==> config.mk <==
export PLATFORM = sky130hd
export DESIGN_NAME = dmem_arbiter
export DESIGN_NICKNAME = d
export VERILOG_FILES = /design/src/rtl/dmem_arb_pkg.sv /design/src/rtl/rr_pick2.sv /design/src/rtl/dmem_arbiter.sv
export SDC_FILE = /design/constraint.sdc
export NUM_CORES = 1
export LEC_CHECK = 0
export ABC_AREA = 1
export CORE_ASPECT_RATIO = 0.5
export CORE_MARGIN = 2
export CORE_UTILIZATION = 38
export DETAILED_ROUTE_END_ITERATION = 6
export HOLD_SLACK_MARGIN = 0.06
export PLACE_DENSITY = 0.78
export RECOVER_POWER = 50
export REMOVE_ABC_BUFFERS = 1
export SYNTH_ARGS = -nofsm -noshare
export SYNTH_HDL_FRONTEND = slang
export SYNTH_SLANG_ARGS = --single-unit
export TNS_END_PERCENT = 20
==> constraint.sdc <==
create_clock -name clk -period 1.4 [get_ports clk]
set_clock_uncertainty 0.2 [all_clocks]
set_input_delay 0.35 -clock clk [delete_from_list [all_inputs] [get_ports clk]]
set_output_delay 0.35 -clock clk [all_outputs]
set_load 0.05 [all_outputs]
==> src/rtl/dmem_arb_pkg.sv <==
// Shared types and constants for the data-memory arbiter.
package dmem_arb_pkg;

    typedef enum logic [1:0] {
        ST_IDLE = 2'd0,
        ST_XFER = 2'd1,
        ST_DONE = 2'd2
    } state_t;

    localparam logic [1:0] OWN_NONE = 2'b00;
    localparam logic [1:0] OWN_CPU  = 2'b01;
    localparam logic [1:0] OWN_EXT  = 2'b10;

    localparam int unsigned REQ_CPU = 0;
    localparam int unsigned REQ_EXT = 1;

endpackage

==> src/rtl/rr_pick2.sv <==
// Two-way combinational grant picker.
// Round-robin on the last-grant pointer by default; when DMEM_ARB_CPU_PRIO_EN
// is defined the CPU wins every tie and the pointer is ignored.
module rr_pick2
    import dmem_arb_pkg::*;
(
    input  logic [1:0] elig,
    input  logic       last,
    output logic [1:0] grant_c
);

`ifdef DMEM_ARB_CPU_PRIO_EN
    logic unused_last;

    // Fixed priority: CPU first, EXT only when the CPU is not eligible.
    always_comb begin
        unused_last = last;
        grant_c     = 2'b00;
        if (elig[REQ_CPU]) begin
            grant_c[REQ_CPU] = 1'b1;
        end else if (elig[REQ_EXT]) begin
            grant_c[REQ_EXT] = 1'b1;
        end
    end
`else
    // Round-robin: on a tie the requester not granted last time wins.
    always_comb begin
        grant_c = 2'b00;
        if (elig[REQ_CPU] && elig[REQ_EXT]) begin
            if (last == 1'(REQ_EXT)) begin
                grant_c[REQ_CPU] = 1'b1;
            end else begin
                grant_c[REQ_EXT] = 1'b1;
            end
        end else begin
            grant_c = elig;
        end
    end
`endif

endmodule

==> src/rtl/dmem_arbiter.sv <==
// Data-memory arbiter: shares one memory port between the CPU datapath and an
// external loader/DMA port using IDLE -> XFER -> DONE single-access sequences.
// Optional build macro: DMEM_ARB_CPU_PRIO_EN selects fixed CPU priority.
module dmem_arbiter
    import dmem_arb_pkg::*;
#(
    parameter int unsigned AW = 16,
    parameter int unsigned DW = 16
) (
    input  logic          clk,
    input  logic          rst,
    input  logic          cpu_req,
    input  logic          cpu_we,
    input  logic [AW-1:0] cpu_addr,
    input  logic [DW-1:0] cpu_wdata,
    output logic [DW-1:0] cpu_rdata,
    output logic          cpu_ack,
    output logic          cpu_stall,
    input  logic          ext_req,
    input  logic          ext_we,
    input  logic [AW-1:0] ext_addr,
    input  logic [DW-1:0] ext_wdata,
    output logic [DW-1:0] ext_rdata,
    output logic          ext_ack,
    output logic [AW-1:0] mem_addr,
    output logic [DW-1:0] mem_wdata,
    output logic          mem_read,
    output logic          mem_write,
    input  logic [DW-1:0] mem_rdata,
    output logic [1:0]    owner
);

    state_t     state;
    logic       last_ptr;
    logic [1:0] req_v;
    logic [1:0] done_mask;
    logic [1:0] elig_v;
    logic [1:0] grant_v;

    assign cpu_stall = cpu_req & ~cpu_ack;

    // Requester just acked in DONE sits out this arbitration cycle.
    always_comb begin
        done_mask = 2'b00;
`ifndef DMEM_ARB_CPU_PRIO_EN
        if (owner == OWN_CPU) begin
            done_mask[REQ_CPU] = 1'b1;
        end
`endif
        if (owner == OWN_EXT) begin
            done_mask[REQ_EXT] = 1'b1;
        end
    end

    // Eligible requesters: live requests in IDLE and DONE, none during XFER.
    always_comb begin
        req_v                = 2'b00;
        req_v[REQ_CPU]       = cpu_req;
        req_v[REQ_EXT]       = ext_req;
        elig_v               = 2'b00;
        case (state)
            ST_IDLE: elig_v = req_v;
            ST_DONE: elig_v = req_v & ~done_mask;
            default: elig_v = 2'b00;
        endcase
    end

    rr_pick2 u_pick (
        .elig    (elig_v),
        .last    (last_ptr),
        .grant_c (grant_v)
    );

    // Access sequencer: grant latch, registered strobes, read capture and acks.
    always_ff @(posedge clk or negedge rst) begin
        if (!rst) begin
            state     <= ST_IDLE;
            owner     <= OWN_NONE;
            last_ptr  <= 1'(REQ_EXT);
            mem_addr  <= '0;
            mem_wdata <= '0;
            mem_read  <= 1'b0;
            mem_write <= 1'b0;
            cpu_rdata <= '0;
            ext_rdata <= '0;
            cpu_ack   <= 1'b0;
            ext_ack   <= 1'b0;
        end else begin
            cpu_ack <= 1'b0;
            ext_ack <= 1'b0;
            case (state)
                ST_XFER: begin
                    mem_read  <= 1'b0;
                    mem_write <= 1'b0;
                    if (mem_read) begin
                        if (owner == OWN_CPU) begin
                            cpu_rdata <= mem_rdata;
                        end else begin
                            ext_rdata <= mem_rdata;
                        end
                    end
                    cpu_ack <= (owner == OWN_CPU);
                    ext_ack <= (owner == OWN_EXT);
                    state   <= ST_DONE;
                end
                ST_IDLE, ST_DONE: begin
                    if (grant_v[REQ_CPU]) begin
                        state     <= ST_XFER;
                        owner     <= OWN_CPU;
                        last_ptr  <= 1'(REQ_CPU);
                        mem_addr  <= cpu_addr;
                        mem_wdata <= cpu_wdata;
                        mem_read  <= ~cpu_we;
                        mem_write <= cpu_we;
                    end else if (grant_v[REQ_EXT]) begin
                        state     <= ST_XFER;
                        owner     <= OWN_EXT;
                        last_ptr  <= 1'(REQ_EXT);
                        mem_addr  <= ext_addr;
                        mem_wdata <= ext_wdata;
                        mem_read  <= ~ext_we;
                        mem_write <= ext_we;
                    end else begin
                        state <= ST_IDLE;
                        owner <= OWN_NONE;
                    end
                end
                default: begin
                    state     <= ST_IDLE;
                    owner     <= OWN_NONE;
                    mem_read  <= 1'b0;
                    mem_write <= 1'b0;
                end
            endcase
        end
    end

endmodule

==> metrics.yaml <==
antenna_found_initial: 0
cts_made_buffers: 9
rsz0062_at_grt: "true"
die_area_mm2: 0.00983
period_needed_ns: 1.71
worst_setup_path_start_kind: "flop"
hold_path_class: "reg2reg"
max_slew.worst_pin.slew_ns: 0.409
setup_ws_ns: -0.313
synthCells: 442
grt_pass1_vias: 3558
cts.sinks: 73
yosys.cell_types.count: 17
clk_pin_slew_ns: 0.06
peakVddDrop_v: 0.00159
p_leak_nw: 3.44
netlist_area_mm2: 0.00342
io_pins: 157
gp_congestion: 0.829
area_growth_pct: 102
yosysMostFrequentCell: "nand2_1"
grt_max_degree: 57
violations: "negative setup slack"
diodes: 0
hold_violations: 0
yosysWarningCount: 0
status: "finished, violations left"
hold_ws_ns: 0.341
path_max_fanout: 4
yosys.area.top_type_share_pct: 52.6
synth_ff_type: "dfrtp_1"
cts_tree: "yes"
power_density_mw_per_mm2: 2740
period_share_pct: 122
synth_seq_area_share_pct: 53.4
fmax_mhz: 584
drv_cap: 0
reg2reg_setup_slack_ns: -0.31
dp_hpwl_um: 7180
wl_per_cell_um: 18.2
drive_above_1_share_pct: 32.1
num_rows: 24
port-buffer-count: 156
clock_latency_ns: 0.34
crit_path_end: "owner[0]"
r2r-end: "mem_addr[15]$_DFFE_PN0P_"
first_pass_iters: 5
synth-seq-cells: 73
pre_cts_ws_ns: -0.533
start_util_pct: 39.2
startpoint: "owner[0]$_DFFE_PN0N_"
via_count: 3756
grt_pass1_wl_um: 17500
synth.area.top_cells: "dfrtp_1 (53%), nand2_1 (13%), nand3_1 (10%), inv_1 (9.9%), o21ai_0 (2.8%)"
critical_path_class: "reg2out"
globalRouteTotalUtil_pct: 22.5
reg2reg_from: "state[0]$_DFF_PN0_"
dieHeight_um: 71.1
drt_iter0_drc: 274
cp_data_arrival_time_ns: 1.16
finalWirelength_um: 13500
maxSlewHeadroom_pct: 72.8
setup_viol: 141
ant_nets: 0
fp.dieW_um: 138
async_reset_ff_share_pct: 100
fin_tns_setup_ns: -17.71
synth_top_area_cell: "dfrtp_1"
htree_num_levels: 3
drcViolationCount: 0
nNetsFinal: 707
final_util_pct: 79.2
clk_path_buf_depth: 2
syn_area_per_cell_um2: 7.74
final.fill_count: 486
vias_per_cell: 5.06
clock-root-buffer: "clkbuf_16"
slew_violations: 0
yosys-top-cells-count: "nand2_1 (123), inv_1 (90), dfrtp_1 (72), nand3_1 (71), nor2_1 (21)"
worstPathRequired_ns: 0.85
r2r_cells: 8
grt_overflow: 0
core_mm2: 0.00874
endpoint_kind: "output pin"
synth_edf_count: 0
-- where the power goes --
| group | internal, mW | leakage (nW) | switching, mW |
|---|---|---|---|
| sequential | 3.18 | 0.854 | 1.28 |
| combinational | 5.78 | 2.45 | 6.58 |
| clock | 1.30 | 0.133 | 0.862 |
| total | 10.3 | 3.44 | 8.72 |
-- cells by family (layout without fill, tap and decap cells) --
| group | after synthesis | count (layout) | share of synthesized area (%) |
|---|---|---|---|
| buffers and inverters | 113 | 297 | 13.8 |
| AOI/OAI and AO/OA | 36 | 36 | 5.34 |
| DFF | 73 | 73 | 53.4 |
| and+or+nand+nor | 220 | 220 | 27.4 |
-- registers in the layout, summed over array words and instances, names as in the netlist --
register   flops
cpu_ack        1
cpu_rdata     16
ext_ack        1
ext_rdata     16
last_ptr       1
mem_addr      16
mem_read       1
mem_wdata     16
mem_write      1
owner          2
state          2
-- layer usage --
metal,vias to the layer above,track usage (%),share of wire (%)
met1,1820,26.7,40
met3,48,5.75,6.2
met5,-,0,0
met4,0,10.9,3.4
met2,188,38.9,51
li1,1700,-,-
-- how the worst min path moves through the flow --
stage / startpoint / to / depth (start not counted)
detailed placement: rst / ext_rdata[8]$_DFFE_PN0P_ / 2
floorplan: rst / cpu_ack$_DFF_PN0_ / 0
CTS: rst / ext_rdata[8]$_DFFE_PN0P_ / 3
finish: state[1]$_DFF_PN0_ / state[1]$_DFF_PN0_ / 1
global placement: rst / ext_rdata[8]$_DFFE_PN0P_ / 2
global route: state[1]$_DFF_PN0_ / state[1]$_DFF_PN0_ / 1
-- placed cells by master (no fill, tap or decap), types with 2 or more instances in the layout --
master | Yosys | routed
nand2_1 | 123 | 91
inv_1 | 90 | 85
buf_12 | 0 | 83
clkdlybuf4s50_1 | 0 | 82
dfrtp_1 | 72 | 67
nand3_1 | 71 | 42
nand3_2 | 1 | 29
nand2_2 | 1 | 20
nor2_1 | 21 | 17
a21oi_1 | 16 | 15
clkbuf_16 | 0 | 15
nand2_4 | 0 | 12
o21ai_1 | 0 | 9
o21ai_0 | 19 | 9
nor2_4 | 2 | 6
buf_4 | 9 | 6
buf_6 | 0 | 6
dfrtp_2 | 0 | 5
inv_2 | 1 | 4
clkbuf_1 | 1 | 4
clkbuf_8 | 0 | 2
-- critical path, stage by stage (launching register included) --
cell and delay [ns]:
dfrtp_1 0.44, buf_6 0.14, buf_6 0.10, buf_12 0.13
-- timing repair --
action,4_1_cts,5_1_grt
cloned,2,6
resized for setup,36,96
endpoints found under the setup margin,139,141
pin swaps,11,12
buffers inserted,2,8
endpoints found under the hold margin,72,0
hold buffers,1,0
-- per-stage QoR --
stage / power [mW] / instances / instance area [um^2]
after floorplan: 9.01 / 420 / 3290
after global placement: 15.0 / 710 / 5950
after detailed placement: 15.2 / 710 / 5950
after CTS: 17.8 / 731 / 6440
after global routing: 19.6 / 743 / 6920
final: 19.0 / 743 / 6920
-- area by class of cell --
type | count | area (um^2) | share of cell area [%]
Clock inverter | 2 | 12.5 | 0.181
Timing Repair Buffer | 190 | 2830 | 40.9
Multi-Input combinational cell | 256 | 1480 | 21.4
Inverter | 91 | 357 | 5.15
Tap cell | 117 | 146 | 2.12
Clock buffer | 14 | 264 | 3.82
Sequential cell | 73 | 1830 | 26.5
Power figures use the tool's default switching activity.
